File: src/rtl/tt_pkg.sv
// Shared types and constants for the truth-table capture engine.
// The onset counter in tt_capture is compiled in only when TT_ONSET_COUNT_EN is defined.
package tt_pkg;

    typedef enum logic [1:0] {
        IDLE   = 2'd0,
        HOLD   = 2'd1,
        SAMPLE = 2'd2,
        DONE   = 2'd3
    } tt_state_e;

    localparam int N_IN_DEF = 7;
    localparam int TT_W     = 2**N_IN_DEF;
    localparam int SETTLE_W = 4;

endpackage

File: src/rtl/tt_sweep_cnt.sv
// Minterm index and per-minterm settle counter for the capture sweep.
// settled flags the cycle the held minterm may be sampled; last flags the final minterm.
module tt_sweep_cnt
    import tt_pkg::*;
#(
    parameter int N_IN   = 7,
    parameter int SETTLE = 0
) (
    input  logic            clk,
    input  logic            rst,
    input  logic            clr,
    input  logic            step,
    input  logic            adv,
    output logic [N_IN-1:0] index,
    output logic            settled,
    output logic            last
);

    localparam logic [SETTLE_W-1:0] SETTLE_C = SETTLE_W'(SETTLE);

    logic [SETTLE_W-1:0] cnt;

    // adv reloads the settle count at 1: the SAMPLE cycle itself is the last
    // cycle of each hold, so later minterms need only SETTLE more HOLD cycles.
    always_ff @(posedge clk or posedge rst) begin
        if (rst) begin
            index <= '0;
            cnt   <= '0;
        end else if (clr) begin
            index <= '0;
            cnt   <= '0;
        end else if (adv) begin
            index <= index + N_IN'(1);
            cnt   <= SETTLE_W'(1);
        end else if (step) begin
            cnt   <= cnt + SETTLE_W'(1);
        end
    end

    assign settled = (cnt == SETTLE_C);
    assign last    = (index == {N_IN{1'b1}});

endmodule

File: src/rtl/tt_capture.sv
// Truth-table capture: sweeps x over all minterms, samples f, and packs the result into tt.
// Define TT_ONSET_COUNT_EN to add the onset (ones-count) port and counter.
//
// state  | meaning
// IDLE   | waiting for start; x shows the last minterm driven
// HOLD   | minterm on x, waiting for f to settle (one extra cycle for minterm 0)
// SAMPLE | f captured into tt[x]; straight to the next SAMPLE when SETTLE is 0
// DONE   | one-cycle completion pulse; valid set
module tt_capture
    import tt_pkg::*;
#(
    parameter int N_IN   = 7,
    parameter int SETTLE = 0
) (
    input  logic               clk,
    input  logic               rst,
    input  logic               start,
    output logic [N_IN-1:0]    x,
    input  logic               f,
    output logic               busy,
    output logic               done,
    output logic               valid,
    output logic [2**N_IN-1:0] tt
`ifdef TT_ONSET_COUNT_EN
    ,
    output logic [N_IN:0]      onset
`endif
);

    localparam bit NO_SETTLE = (SETTLE == 0);

    tt_state_e       state_q;
    tt_state_e       state_d;
    logic [N_IN-1:0] index;
    logic            settled;
    logic            last;
    logic            clr;
    logic            step;
    logic            adv;
    logic            capture;

    tt_sweep_cnt #(
        .N_IN   (N_IN),
        .SETTLE (SETTLE)
    ) u_cnt (
        .clk     (clk),
        .rst     (rst),
        .clr     (clr),
        .step    (step),
        .adv     (adv),
        .index   (index),
        .settled (settled),
        .last    (last)
    );

    always_ff @(posedge clk or posedge rst) begin
        if (rst) state_q <= IDLE;
        else     state_q <= state_d;
    end

    always_comb begin
        state_d = state_q;
        case (state_q)
            IDLE:    if (start) state_d = HOLD;
            HOLD:    if (settled) state_d = SAMPLE;
            SAMPLE: begin
                if (last)           state_d = DONE;
                else if (NO_SETTLE) state_d = SAMPLE;
                else                state_d = HOLD;
            end
            DONE:    state_d = IDLE;
            default: state_d = IDLE;
        endcase
    end

    always_comb begin
        clr     = 1'b0;
        step    = 1'b0;
        adv     = 1'b0;
        capture = 1'b0;
        busy    = 1'b0;
        done    = 1'b0;
        case (state_q)
            IDLE:   clr = start;
            HOLD: begin
                busy = 1'b1;
                step = !settled;
            end
            SAMPLE: begin
                busy    = 1'b1;
                capture = 1'b1;
                adv     = !last;
            end
            DONE:   done = 1'b1;
            default: ;
        endcase
    end

    always_ff @(posedge clk or posedge rst) begin
        if (rst) begin
            tt    <= '0;
            valid <= 1'b0;
        end else if (clr) begin
            tt    <= '0;
            valid <= 1'b0;
        end else if (capture) begin
            tt[index] <= f;
            if (last) valid <= 1'b1;
        end
    end

`ifdef TT_ONSET_COUNT_EN
    always_ff @(posedge clk or posedge rst) begin
        if (rst)                onset <= '0;
        else if (clr)           onset <= '0;
        else if (capture && f)  onset <= onset + (N_IN+1)'(1);
    end
`endif

    assign x = index;

endmodule

File: config.mk
export PLATFORM = sky130hd
export DESIGN_NAME = tt_capture
export DESIGN_NICKNAME = d
export VERILOG_FILES = /design/src/rtl/tt_pkg.sv /design/src/rtl/tt_sweep_cnt.sv /design/src/rtl/tt_capture.sv
export SDC_FILE = /design/constraint.sdc
export NUM_CORES = 1
export LEC_CHECK = 0
export BUFFER_PORTS_ARGS = -buffer_cell sky130_fd_sc_hd__buf_2
export CORE_UTILIZATION = 24
export CTS_CLUSTER_SIZE = 25
export DETAILED_ROUTE_END_ITERATION = 16
export MAX_ROUTING_LAYER = met4
export PLACE_DENSITY = 0.4
export SLEW_MARGIN = 20
export SYNTH_ARGS = -nofsm -noshare
export SYNTH_HDL_FRONTEND = slang
export SYNTH_SLANG_ARGS = --single-unit
File: constraint.sdc
create_clock -name clk -period 5.01 [get_ports clk]
set_input_delay 0.2505 -clock clk [delete_from_list [all_inputs] [get_ports clk]]
set_output_delay 0.2505 -clock clk [all_outputs]
set_load 0.03 [all_outputs]
# Word-level counts from Yosys, hierarchy flattened
# Index checks and enable logic that the tools add are counted.
[word_totals] n_memories=0 romBits=0 input_bits=4 wordCells=50 output_inout_bits=138 latchBits=0 ff_bits=142 ramBits=0
[classes] bitwise=0 reduce_logical=12 n_div=0 n_addsub=2 n_eq_ne=6 mux=23 n_shift=0 mul=0 order_cmp=2
[ops] op="two-way mux 128 bit" n=2
[ops] op="bitwise mux 128 bit" n=1
[ops] op="two-way mux 7 bit" n=2
[ops] op="two-way mux 4 bit" n=3
[ops] op="two-way mux 1 bit" n=11
[ops] op="< comparator 7 x 8 -> 1 bit, second input constant" n=1
[ops] op="case mux 2 bit (4 select lines)" n=1
[ops] op="adder 7 x 1 -> 7 bit, second input constant" n=1
[ops] op="demux 1 bit (select 7 bit)" n=1
[ops] op="equality test 7 bit, second input constant" n=1
[ops] op="greater-or-equal comparator 7 x 1 -> 1 bit, second input constant" n=1
[ops] op="nonzero test 2 bit" n=3
[ops] op="adder 4 x 1 -> 4 bit, second input constant" n=1
[ops] op="equality test 2 bit, second input constant" n=2
[ops] op="zero test 4 bit" n=1
[ops] op="two-way mux 2 bit" n=2
[ops] op="!= test 2 bit, second input constant" n=2
[ops] op="AND reduction 2 bit" n=2
[ops] op="nonzero test 3 bit" n=1
[ops] op="equality test 2 x 1 -> 1 bit, second input constant" n=1
[ops] op="zero test 1 bit" n=2
[ops] op="zero test 2 bit" n=1
[ops] op="OR reduction 2 bit" n=1
[ops] op="logical AND 1 bit" n=1

# Logic depth before layout (Yosys ltp)
# Gate-level depths: netlist of the first run.
[logic_depth] depth_word=7 depth_mapped=9

# Modules after synthesis
# A second synthesis of the first run with hierarchy kept.
[hier_totals] cells_unflattened=673 area_unflattened_um2=6916.6
[modules_own_cells] mod="tt_capture" seq_area_each_um2=3278.1 cells_per_inst=618 n_inst=1 area_per_inst_um2=6364.9
[modules_own_cells] mod="tt_sweep_cnt" seq_area_each_um2=275.3 cells_per_inst=55 n_inst=1 area_per_inst_um2=551.8

# Worst setup path before layout of the first run
# OpenSTA, ideal clock, no wires.
[synth_timing] path_kind="reg-to-reg" start="reg u_cnt.cnt[0]" end="reg state_q[1]" path_slack_ps=3230 setup_ps=125 period_less_slack_ps=1780 arrival_ps=1656 n_path_buf=0 path_stages_with_launch=6 cell_sequence="dfrtp_1 inv_1 ha_1 or3b_2 a21oi_1 mux2_2"
[synth_between] elab_chain_len=3
[synth_lines] item="from (decl)" line_no="tt_sweep_cnt.sv:21" source="logic [SETTLE_W-1:0] cnt;"
[synth_lines] item="from (signal assigned)" line_no="tt_sweep_cnt.sv:36" source="cnt <= cnt + SETTLE_W'(1);"
[synth_lines] item="zero test 4 bit" line_no="tt_sweep_cnt.sv:40" source="assign settled = (cnt == SETTLE_C);"
[synth_lines] item="!= test 2 bit (no line)"
[synth_lines] item="AND reduction 2 bit (no line)"
[synth_lines] item="to (signal assigned)" line_no="tt_capture.sv:58" source="else state_q <= state_d;"
[synth_lines] item="to (decl)" line_no="tt_capture.sv:32" source="tt_state_e state_q;"
# Every way passes these cells.
# A chain may end at the register's enable or synchronous reset.

# Final worst setup path of the first run
[layout_timing] start="reg state_q[0]" end="reg u_cnt.index[5]"
[layout_between] elab_chain_len=3 word_cells_on_any_way=6
[layout_lines] item="equality test 2 bit / zero test 2 bit (equally long branches)" line_no="tt_capture.sv:83" source="case (state_q)"
[layout_lines] item="two-way mux 1 bit" line_no="tt_capture.sv:83"
[layout_lines] item="nonzero test 2 bit (no line) / two-way mux 7 bit (equally long branches)"
[layout_lines] item="to (signal assigned)" line_no="tt_sweep_cnt.sv:33" source="index <= index + N_IN'(1);"
[layout_lines] item="to (decl)" line_no="tt_sweep_cnt.sv:14" source="output logic [N_IN-1:0] index,"
# Several ways; a longest one is shown, not always the timed one.

==> results of run 1 <==
repair_timing:
action / in CTS / in global routing
hold endpoints to repair: 38 / 0
hold buffers: 1 / 0
buffers inserted: 0 / 0
report_power, final:
part           internal, uW  switching [uW]  leakage (uW)
Combinational           195             585       0.00152
Sequential             1200            91.8       0.00197
Clock                   851             544      0.000308
metrics by stage:
| stage | cells | total power, uW | setup slack (ns) | hold WS [ns] | utilization (%) |
|---|---|---|---|---|---|
| finish | 1212 | 3470 | 2.30 | 0.286 | 29.3 |
| global route | 1212 | 3630 | 1.91 | 0.300 | 29.3 |
| CTS | 1212 | 3510 | 2.23 | 0.262 | 29.3 |
| detailed placement | 1179 | 2110 | 2.24 | 0.285 | 27.1 |
| global placement | 1179 | 2100 | 2.29 | 0.287 | 27.1 |
| floorplan | 730 | 1880 | 0.950 | 0.488 | - |
critical path: stages (launching register included):
cell and delay, ns:
dfrtp_1 0.40, inv_1 0.12, ha_1 0.56, nand4_1 0.58
buf_4 0.42, or4_1 0.47, o21ai_0 0.08
routing by layer:
| metal | wire (um) | share of wire (%) | vias up | global-route usage, % |
|---|---|---|---|---|
| li1 | - | - | 2838 | - |
| met5 | 0 | 0 | - | - |
| met3 | 1230 | 4.7 | 14 | 3.36 |
| met4 | 192 | 0.74 | 0 | 4.54 |
| met2 | 11600 | 45 | 195 | 26.1 |
| met1 | 13100 | 50 | 3129 | 26.6 |
registers in the layout, indices dropped and copies added (netlist names):
register     cells
tt             128
u_cnt.index      7
u_cnt.cnt        4
state_q          2
valid            1
final timing paths:
path / startpoint / depth (start not counted) / end / slack [ns]
max in group asynchronous: rst / 4 / u_cnt.index[2]$_DFFE_PP0P_ / 3.57
min in group asynchronous: rst / 3 / tt[38]$_DFFE_PP0P_ / 0.36
worst max-delay path: state_q[0]$_DFFE_PP0P_ / 6 / u_cnt.index[5]$_DFFE_PP0P_ / 2.30
worst min-delay path: start / 4 / state_q[0]$_DFFE_PP0P_ / 0.29
worst max register to register: state_q[0]$_DFFE_PP0P_ / 6 / u_cnt.index[5]$_DFFE_PP0P_ / 2.30
worst min register to register: valid$_DFFE_PP0P_ / 2 / valid$_DFFE_PP0P_ / 0.52
layout make-up:
| class | count | area [sq um] |
|---|---|---|
| clock buffers | 19 | 443 |
| clock inverters | 13 | 186 |
| fillers | 3089 | 20300 |
| inverters | 7 | 31.3 |
| multi-input cells | 490 | 2920 |
| flip-flops and latches | 142 | 3550 |
| well taps | 384 | 480 |
| repair buffers | 157 | 831 |
placed cells by master (no fill, tap or decap), drive strengths merged, types with 2 or more instances in the layout:
cell / netlist / layout
nand4: 4 / 4
and4b: 7 / 7
nor3: 3 / 3
inv: 7 / 10
buf: 44 / 156
a31oi: 2 / 2
bufinv: 0 / 4
dfrtp: 142 / 142
a211oi: 3 / 3
or4b: 5 / 5
nor4b: 5 / 5
and4bb: 7 / 7
mux2i: 2 / 2
nand3: 129 / 129
o21ai: 131 / 131
nand4b: 7 / 7
nand2b: 2 / 2
nor4bb: 2 / 2
or4: 2 / 2
a21oi: 134 / 134
clkbuf: 47 / 19
ha: 8 / 8
clkinv: 0 / 5
and4: 3 / 3
nand4bb: 9 / 9
nand2: 8 / 8
nor2: 2 / 2
kinds of logic after synthesis:
| kind of cell | count (synthesis) |
|---|---|
| simple gates | 202 |
| xor+xnor | 1 |
| buf+inv | 98 |
| compound gates | 276 |
| fa+ha+maj | 8 |
| mux | 3 |
| flops | 142 |
==> PnR_summary.wiki, run 1 <==
{| class="wikitable"
! Metric !! Value
|-
| Outcome || complete, no violations
|-
| Standard cell core area || 0.0288 sq mm
|-
| Leakage dissipation || 0.00380 uW
|-
| Actual slew at the worst max-slew pin || 1.06 ns
|-
| Total of endpoints with negative setup slack in the final report || 0
|-
| Worst Setup End Kind || register
|-
| Crit Path Category || reg2reg
|-
| Maximum fanout along the worst path || 21
|-
| Main combinational cell family by area after synthesis || compound AO/OA/AOI/OAI gates
|-
| Post-synth EDFFs || 0
|-
| Clock latency reported for the late side of the worst-skew pair || 0.43 ns
|-
| Total nets after synthesis || 742
|-
| Number of antenna repair diodes || 0
|-
| Setup TNS after final layout || 0 ns
|-
| Wire length of the first global-routing pass || 40.3 mm
|-
| Count of pins over their slew limit || 0
|-
| Data arrival at the endpoint of the critical path || 3.06 ns
|-
| Share of synthesized area occupied by flip-flops and latches || 50.5%
|-
| Simple-gate area share of the yosys netlist || 19.4%
|-
| Number of hold violations in the final report || 0
|-
| GRT Util Overall || 18.4%
|-
| Period minus WS final || 2.71 ns
|-
| Startpoint kind of the worst setup timing path || register
|-
| Clock buffers created by TritonCTS || 17
|-
| Total wire length || 26.1 mm
|-
| Sinks on Clock Net || 142
|-
| Wire per inst || 21.5 um
|-
| Area of the mapped netlist || 0.00703 sq mm
|-
| Initial antenna violation count || 0
|-
| Worst hold-check path type || in2reg
|-
| Compound-gate portion of the synthesized area || 20.1%
|-
| Power per cell area || 411 mW/mm^2
|-
| Floorplan row count || 62
|-
| Worst voltage drop across the vdd grid || 0.000266 V
|-
| Slew margin rel. || 29.4%
|-
| Antenna-violating nets left || 0
|-
| Port Buffers || 141
|-
| Synth top area share || 50.5%
|-
| Critical Path RT || 5.36 ns
|-
| Placed inst area || 0.00781 sq mm
|-
| Floorplan die area || 0.0300 sq mm
|-
| DRC viols || 0
|-
| Floorplan die width || 173 um
|-
| Via count of the routed design || 6176
|-
| Synth area leader || dfrtp_1
|-
| Via count of the first global-routing pass || 5999
|-
| Half-perimeter wire length of the detailed placement result || 16.0 mm
|-
| Number of H-tree levels || 4
|-
| Xor-xnor portion of the synthesized cell area || 0.125%
|-
| Fraction of final layout cells with drive strength greater than 1 || 25.4%
|-
| Grt total ovfl || 0
|-
| Leading post-synthesis cells by cell area || dfrtp_1 (51%), a21oi_1 (9.5%), nand3_1 (9.0%), o21ai_0 (8.5%), clkbuf_1 (2.1%)
|-
| Period utilisation layout || 54.1%
|-
| Mapped Cells || 730
|-
| Top-count cell post-synth || dfrtp_1
|-
| Pin count of the biggest net entering global routing || 80
|-
| First-pass DRT Iterations || 5
|-
| Multiplexer fraction of the synthesized cell area || 0.445%
|-
| Synth cell count leaders || dfrtp_1 (142), a21oi_1 (134), nand3_1 (126)
|-
| Starting utilization of the core area || 24.4%
|-
| Vias per Instance || 5.10
|-
| Main flop type after synthesis || dfrtp_1
|-
| Clock transition at path regs || 0.06 ns
|-
| Async S/R FF share, synth || 100%
|-
| Clock tree root driver cell || clkbuf_16
|-
| Post-Route Skew || 0.0172 ns
|-
| Post-synthesis cell type count || 48
|-
| Synthesis-stage register bit count || 142
|-
| Die span in y || 173 um
|-
| Number of ports placed on the die boundary || 142
|-
| Post-synthesis share of cell area spent on full adders, half adders and majority gates || 1.42%
|-
| Area growth from synthesis to final layout || 20.1%
|-
| Max clock buf depth || 2
|-
| Design area || 0.00845 sq mm
|-
| Count of max-cap constraint violations || 0
|-
| Highest clock frequency the design can meet || 369 MHz
|-
| Setup repair after global routing missed its margin || no
|-
| TritonCTS clock tree || built
|-
| Average cell area after synthesis || 9.63 sq um
|-
| Iteration-0 DRC count of the detailed router || 472
|-
| Number of synthesis warnings || 0
|-
| Number of nets in the layout || 827
|-
| Cells resized by post-CTS repair || 0
|-
| Final GP Congestion || 0.730
|}
Power figures use the tool's default switching activity.
==> run 2, diff against run 1 <==
--- a/config.mk
+++ b/config.mk
@@ -10,7 +10,7 @@
 export CTS_CLUSTER_SIZE = 25
 export DETAILED_ROUTE_END_ITERATION = 16
 export MAX_ROUTING_LAYER = met4
-export PLACE_DENSITY = 0.4
+export PLACE_DENSITY = 0.42
 export SLEW_MARGIN = 20
 export SYNTH_ARGS = -nofsm -noshare
 export SYNTH_HDL_FRONTEND = slang
==> constraint.sdc (replaced) <==
create_clock -name clk -period 2.3 [get_ports clk]
set_input_delay 0.115 -clock clk [delete_from_list [all_inputs] [get_ports clk]]
set_output_delay 0.115 -clock clk [all_outputs]
set_load 0.03 [all_outputs]
==> PnR_summary.wiki, run 2 (synthesized netlist as in run 1, its figures left out) <==
{| class="wikitable"
! Metric !! Value
|-
| Grt total ovfl || 0 (unchanged)
|-
| Hold path cells || 4 (unchanged)
|-
| Post-Route Skew || 0.0136 ns (-0.00362 ns)
|-
| Most frequent cell on the critical path || buf_4
|-
| Number of nets in the layout || 861 (+4.1%)
|-
| Register area || 0.00355 sq mm (unchanged)
|-
| Vias per Instance || 5.10 (about the same)
|-
| Period utilisation layout || 89.6% (+36 points)
|-
| Worst hold endpoint || state_q[0]$_DFFE_PP0P_
|-
| Wire length of the first global-routing pass || 39.9 mm (-0.93%)
|-
| Number of hold violations in the final report || 0 (unchanged)
|-
| Actual slew at the worst max-slew pin || 0.686 ns (-0.372 ns)
|-
| Leakage dissipation || 0.00400 uW (+5.3%)
|-
| Via count of the routed design || 6354 (+2.9%)
|-
| Period minus WS final || 2.06 ns (-0.650 ns)
|-
| Worst setup path startpoint || state_q[0]$_DFFE_PP0P_
|-
| Half-perimeter wire length of the detailed placement result || 16.9 mm (+6.0%)
|-
| Count of pins over their slew limit || 0 (unchanged)
|-
| Power per cell area || 901 mW/mm^2 (+120%)
|-
| M1 wire length || 12.9 mm (-1.4%)
|-
| Number of fillers in the final layout || 3065 (-0.78%)
|-
| Critical Path Slowest Stage Cell || dfrtp_1
|-
| Pin count of the biggest net entering global routing || 69 (-14%)
|-
| TritonCTS clock tree || built
|-
| Clock transition at path regs || 0.07 ns (about the same)
|-
| Startpoint kind of the worst setup timing path || register
|-
| Initial antenna violation count || 0 (unchanged)
|-
| Max clock buf depth || 2 (unchanged)
|-
| Final Power || 7960 uW (+130%)
|-
| Count of max-cap constraint violations || 0 (unchanged)
|-
| Worst R2R Start || state_q[0]$_DFFE_PP0P_
|-
| Crit-path cells || inv_1, ha_1, buf_4, and4_2, buf_4, nand3_1, a21oi_1
|-
| Total wire length || 26.1 mm (about the same)
|-
| Highest metal used || met4
|-
| Area of combinational cells with multiple inputs || 0.00292 sq mm (unchanged)
|-
| Worst hold-check path type || in2reg
|-
| Total of hold buffers inserted after clock tree synthesis || 1 (unchanged)
|-
| Clock tree root driver cell || clkbuf_16
|-
| Routed wire length on met2 || 11.5 mm (-1.3%)
|-
| Clock buffers created by TritonCTS || 17 (unchanged)
|-
| Setup repair after global routing missed its margin || no
|-
| Number of H-tree levels || 4 (unchanged)
|-
| Iteration-0 DRC count of the detailed router || 690 (+46%)
|-
| Pre-CTS setup slack || 0.262 ns (-1.98 ns)
|-
| Setup Buffers After CTS || 0 (unchanged)
|-
| Maximum fanout along the worst path || 9 (-57%)
|-
| Detailed-routed wire length on met3 || 1.49 mm (+21%)
|-
| Area growth from synthesis to final layout || 25.5%
|-
| Highest-count cells in the layout ignoring fill and taps || dfrtp_1 (142), buf_2 (140), a21oi_1 (134), nand3_1 (126), o21ai_0 (119)
|-
| Cells resized by post-CTS repair || 0 (unchanged)
|-
| Highest clock frequency the design can meet || 485 MHz (+32%)
|-
| Wire per inst || 21.0 um (-2.6%)
|-
| Via count of the first global-routing pass || 6068 (+1.2%)
|-
| Outcome || complete, no violations
|-
| Setup slack after layout || 0.238 ns (-2.06 ns)
|-
| Critical Path RT || 2.65 ns (-2.71 ns)
|-
| Number of flip-flops in the largest register || 128 (unchanged)
|-
| Clock latency reported for the late side of the worst-skew pair || 0.43 ns (about the same)
|-
| Floorplan row count || 62 (unchanged)
|-
| Slew margin rel. || 54.3% (+25 points)
|-
| Worst Setup End Kind || register
|-
| Number of ports placed on the die boundary || 142 (unchanged)
|-
| Standard cell core area || 0.0288 sq mm (unchanged)
|-
| Fraction of final layout cells with drive strength greater than 1 || 28.4% (+3.1 points)
|-
| Final GP Congestion || 0.728 (-0.33%)
|-
| Floorplan die width || 173 um (unchanged)
|-
| Gate family responsible for the most delay along the worst path || buffers and inverters
|-
| Crit Path Category || reg2reg
|-
| Worst Path Buf+Inv || 3 (+1)
|-
| Minimum setup slack among reg-to-reg paths || 0.24 ns (-2.06 ns)
|-
| Number of antenna repair diodes || 0 (unchanged)
|-
| First-pass DRT Iterations || 7 (+2)
|-
| GRT Util Overall || 18.1% (-0.21 points)
|-
| Setup TNS after final layout || 0 ns (unchanged)
|-
| Registers with the highest flip-flop counts || tt x128, u_cnt.index x7, u_cnt.cnt x4
|-
| Die span in y || 173 um (unchanged)
|-
| Top register by number of flip-flops || tt
|-
| Delay of the slowest cell on the worst path || 0.41 ns (-0.17 ns)
|-
| Most common library cell in the layout ignoring fill and taps || dfrtp_1
|-
| Startpoint of the lowest-slack hold path || start
|-
| Data arrival at the endpoint of the critical path || 2.41 ns (-0.65 ns)
|-
| Worst-case reg-to-reg path depth || 7 (+1)
|-
| Sinks on Clock Net || 142 (unchanged)
|-
| Total of endpoints with negative setup slack in the final report || 0 (unchanged)
|-
| Antenna-violating nets left || 0 (unchanged)
|-
| Port Buffers || 141 (unchanged)
|-
| Starting utilization of the core area || 24.4% (unchanged)
|-
| Floorplan die area || 0.0300 sq mm (unchanged)
|-
| Worst voltage drop across the vdd grid || 0.000509 V (+91%)
|-
| DRC viols || 0 (unchanged)
|-
| Worst flop-to-flop path endpoint || tt[103]$_DFFE_PP0P_
|}
==> run 2: cell types whose count changed in the layout (fill, tap and decap cells not counted), sizes merged <==
cell	previous run	this run
bufinv	4	6
buf	156	190
inv	10	11
clkinvlp	1	4
clkbuf	19	17
clkinv	5	1
==> run 2: through the flow <==
step                      hold WS (ns)  util [%]  instances  cell area [sq um]
after detailed placement         0.184      28.3       1213               8140
after global placement           0.188      28.3       1213               8140
after floorplan                  0.352         -        730               7040
after CTS                        0.139      30.7       1246               8830
after global routing             0.178      30.7       1246               8830
final                            0.156      30.7       1246               8830
==> run 2: per-layer routing <==
layer,up-vias,GRT usage [%]
li1,2919,-
met1,3197,26.6
met2,221,25.3
met3,17,3.54
met4,0,4.61
met5,-,-
==> run 2: worst min-delay path, cell delays in order <==
cell	delay [ns]
buf_2	0.12
nor2b_1	0.10
a21oi_1	0.08
mux2i_1	0.12
==> run 2: cell type report <==
type	count	share of cell area [%]
Sequential cell	142	40.3
Clock inverter	15	2.89
Multi-Input combinational cell	490	33.1
Tap cell	384	5.44
Inverter	7	0.340
Timing Repair Buffer	191	13.2
Clock buffer	17	4.82
==> run 2: how the worst max path moves through the flow <==
stage                        endpoint  slack (ns)  cells past startpoint
2_1_floorplan  state_q[0]$_DFFE_PP0P_        0.41                      1
3_3_place_gp      tt[119]$_DFFE_PP0P_        0.37                      7
3_5_place_dp      tt[103]$_DFFE_PP0P_        0.26                      7
4_1_cts           tt[103]$_DFFE_PP0P_        0.26                      7
5_1_grt           tt[119]$_DFFE_PP0P_        0.11                      7
6_report          tt[103]$_DFFE_PP0P_        0.24                      7
==> run 2: report_power, final <==
| group | leakage (uW) | switching (uW) | internal [uW] |
|---|---|---|---|
| Clock | 0.000322 | 1210 | 2060 |
| Sequential | 0.00197 | 184 | 2620 |
| Combinational | 0.00170 | 1320 | 573 |
| Total | 0.00400 | 2710 | 5240 |
==> run 3, diff against run 2 <==
==> constraint.sdc (replaced) <==
create_clock -name clk -period 1.7 [get_ports clk]
set_input_delay 0.085 -clock clk [delete_from_list [all_inputs] [get_ports clk]]
set_output_delay 0.085 -clock clk [all_outputs]
set_load 0.03 [all_outputs]
==> PnR_summary.wiki, run 3 (synthesized netlist as in run 1, its figures left out) <==
{| class="wikitable"
! Metric !! Value
|-
| Grt total ovfl || 0 (unchanged)
|-
| Actual slew at the worst max-slew pin || 0.617 ns (-0.0685 ns)
|-
| Total of endpoints with negative setup slack in the final report || 0 (unchanged)
|-
| Port Buffers || 141 (unchanged)
|-
| Leakage dissipation || 0.00419 uW (+4.9%)
|-
| Final Power || 10700 uW (+35%)
|-
| Outcome || complete, no violations
|-
| Slew margin rel. || 58.8% (+4.6 points)
|-
| Data arrival at the endpoint of the critical path || 2.00 ns (-0.41 ns)
|-
| Via count of the first global-routing pass || 6212 (+2.4%)
|-
| Highest metal used || met4
|-
| Clock tree root driver cell || clkbuf_16
|-
| Pin count of the biggest net entering global routing || 129 (+87%)
|-
| Max clock buf depth || 2 (unchanged)
|-
| Floorplan die width || 173 um (unchanged)
|-
| Number of H-tree levels || 4 (unchanged)
|-
| Number of nets in the layout || 900 (+4.5%)
|-
| Initial antenna violation count || 0 (unchanged)
|-
| Fraction of final layout cells with drive strength greater than 1 || 34.0% (+5.5 points)
|-
| Placed inst area || 0.00848 sq mm (+4.2%)
|-
| Highest clock frequency the design can meet || 594 MHz (+23%)
|-
| Maximum fanout along the worst path || 5 (-4)
|-
| GRT Util Overall || 18.3% (+0.13 points)
|-
| Total wire length || 26.7 mm (+2.3%)
|-
| Detailed-routed wire length on met3 || 1.22 mm (-18%)
|-
| Antenna-violating nets left || 0 (unchanged)
|-
| Die span in y || 173 um (unchanged)
|-
| Post-Route Skew || 0.0135 ns (-0.0000284 ns)
|-
| Period minus WS final || 1.68 ns (-0.379 ns)
|-
| Routed wire length on met2 || 12.1 mm (+5.5%)
|-
| Startpoint kind of the worst setup timing path || register
|-
| Half-perimeter wire length of the detailed placement result || 17.1 mm (+0.94%)
|-
| Clock latency reported for the late side of the worst-skew pair || 0.43 ns (about the same)
|-
| Critical Path RT || 2.02 ns (-0.63 ns)
|-
| Wire per inst || 20.8 um (-0.82%)
|-
| Number of antenna repair diodes || 0 (unchanged)
|-
| M1 wire length || 13.1 mm (+2.0%)
|-
| Number of ports placed on the die boundary || 142 (unchanged)
|-
| Period utilisation layout || 99.0% (+9.3 points)
|-
| Clock buffers created by TritonCTS || 17 (unchanged)
|-
| Floorplan row count || 62 (unchanged)
|-
| Count of pins over their slew limit || 0 (unchanged)
|-
| Design area || 0.00926 sq mm (+4.9%)
|-
| Post-layout utilization of the core || 32.2% (+1.5 points)
|-
| Registers with the highest flip-flop counts || tt x128, u_cnt.index x7, u_cnt.cnt x4
|-
| Worst Setup End Kind || register
|-
| First-pass DRT Iterations || 5 (-2)
|-
| Worst hold-check path type || in2reg
|-
| Final GP Congestion || 0.756 (+3.9%)
|-
| Starting utilization of the core area || 24.4% (unchanged)
|-
| Worst voltage drop across the vdd grid || 0.000890 V (+75%)
|-
| TritonCTS clock tree || built
|-
| DRC viols || 0 (unchanged)
|-
| Number of flip-flops in the largest register || 128 (unchanged)
|-
| Worst Hold Slack || 0.0632 ns (-0.0928 ns)
|-
| Vias per Instance || 5.01 (-1.8%)
|-
| Number of hold violations in the final report || 0 (unchanged)
|-
| Highest-count cells in the layout ignoring fill and taps || buf_2 (140), dfrtp_1 (140), a21oi_1 (130), nand3_1 (126), o21ai_0 (109)
|-
| Floorplan die area || 0.0300 sq mm (unchanged)
|-
| Top register by number of flip-flops || tt
|-
| Sinks on Clock Net || 142 (unchanged)
|-
| Wire length of the first global-routing pass || 40.2 mm (+0.64%)
|-
| Power per cell area || 1160 mW/mm^2 (+29%)
|-
| Area growth from synthesis to final layout || 31.7%
|-
| Clock transition at path regs || 0.07 ns (about the same)
|-
| Crit Path Category || reg2reg
|-
| Count of max-cap constraint violations || 0 (unchanged)
|-
| Iteration-0 DRC count of the detailed router || 607 (-12%)
|-
| Via count of the routed design || 6438 (+1.3%)
|-
| Standard cell core area || 0.0288 sq mm (unchanged)
|}
[run 3: changes by cell type in the layout (fill, tap and decap cells not counted), moves of 4 or more]
| cell | delta |
|---|---|
| bufinv_16 | -5 |
| buf_6 | +8 |
| or4b_1 | -5 |
| buf_4 | +21 |
| nand4bb_1 | -4 |
| o21ai_1 | +9 |
| a21oi_1 | -4 |
| or4b_4 | +5 |
| buf_12 | +9 |
| o21ai_0 | -10 |
[run 3: final cells by class]
class	count	area, sq um
fillers	3036	19500
flip-flops and latches	142	3560
repair buffers	230	1600
multi-input cells	490	3020
well taps	384	480
clock inverters	15	153
inverters	7	30.0
clock buffers	17	425
[run 3: worst max-delay path, stage by stage, from the launching register on]
cell     delay (ns)
dfrtp_1        0.36
inv_2          0.06
buf_4          0.14
ha_1           0.21
and2_4         0.19
or4_1          0.51
o21ai_0        0.11
[run 3: layer usage]
layer  global-route usage (%)  up-vias
li1                         -     2980
met1                     26.4     3251
met2                     26.5      186
met3                     3.10       21
met4                     4.02        0
met5                        -        -
[run 3: path summary, 6_finish.rpt]
path,startpoint,endpoint,slack [ns],depth (start not counted)
max,state_q[0]$_DFFE_PP0P_,u_cnt.index[5]$_DFFE_PP0P_,0.02,6
min,start,u_cnt.cnt[0]$_DFFE_PP0P_,0.06,3
max reg2reg,state_q[0]$_DFFE_PP0P_,u_cnt.index[5]$_DFFE_PP0P_,0.02,6
min reg2reg,valid$_DFFE_PP0P_,valid$_DFFE_PP0P_,0.52,2
max in group asynchronous,rst,u_cnt.index[5]$_DFFE_PP0P_,0.94,4
min in group asynchronous,rst,tt[34]$_DFFE_PP0P_,0.34,4
[run 3: timing repair]
item | CTS | global route
setup endpoints to repair | 46 | 112
hold buffers | 1 | 0
endpoints found under the hold margin | 142 | 0
resized for setup | 9 | 33
setup buffers | 1 | 7
pin swaps | 1 | 2
cloned | 0 | 1
[run 3: power breakdown]
part	internal, uW	switching [uW]	leakage [uW]	total (uW)
clock	2070	1720	0.000277	3790
sequential	3540	143	0.00197	3680
combinational	1220	2050	0.00195	3280
total	6840	3910	0.00419	10700
[run 3: metrics by stage]
step / worst slack, ns / TNS (ns) / cells
after floorplan: -0.162 / -23.01 / 730
after global placement: -0.0716 / -0.870 / 1243
after detailed placement: -0.0870 / -1.14 / 1243
after CTS: -0.00196 / -0.00196 / 1277
after global routing: -0.0521 / -0.0782 / 1285
final: 0.0175 / 0 / 1285
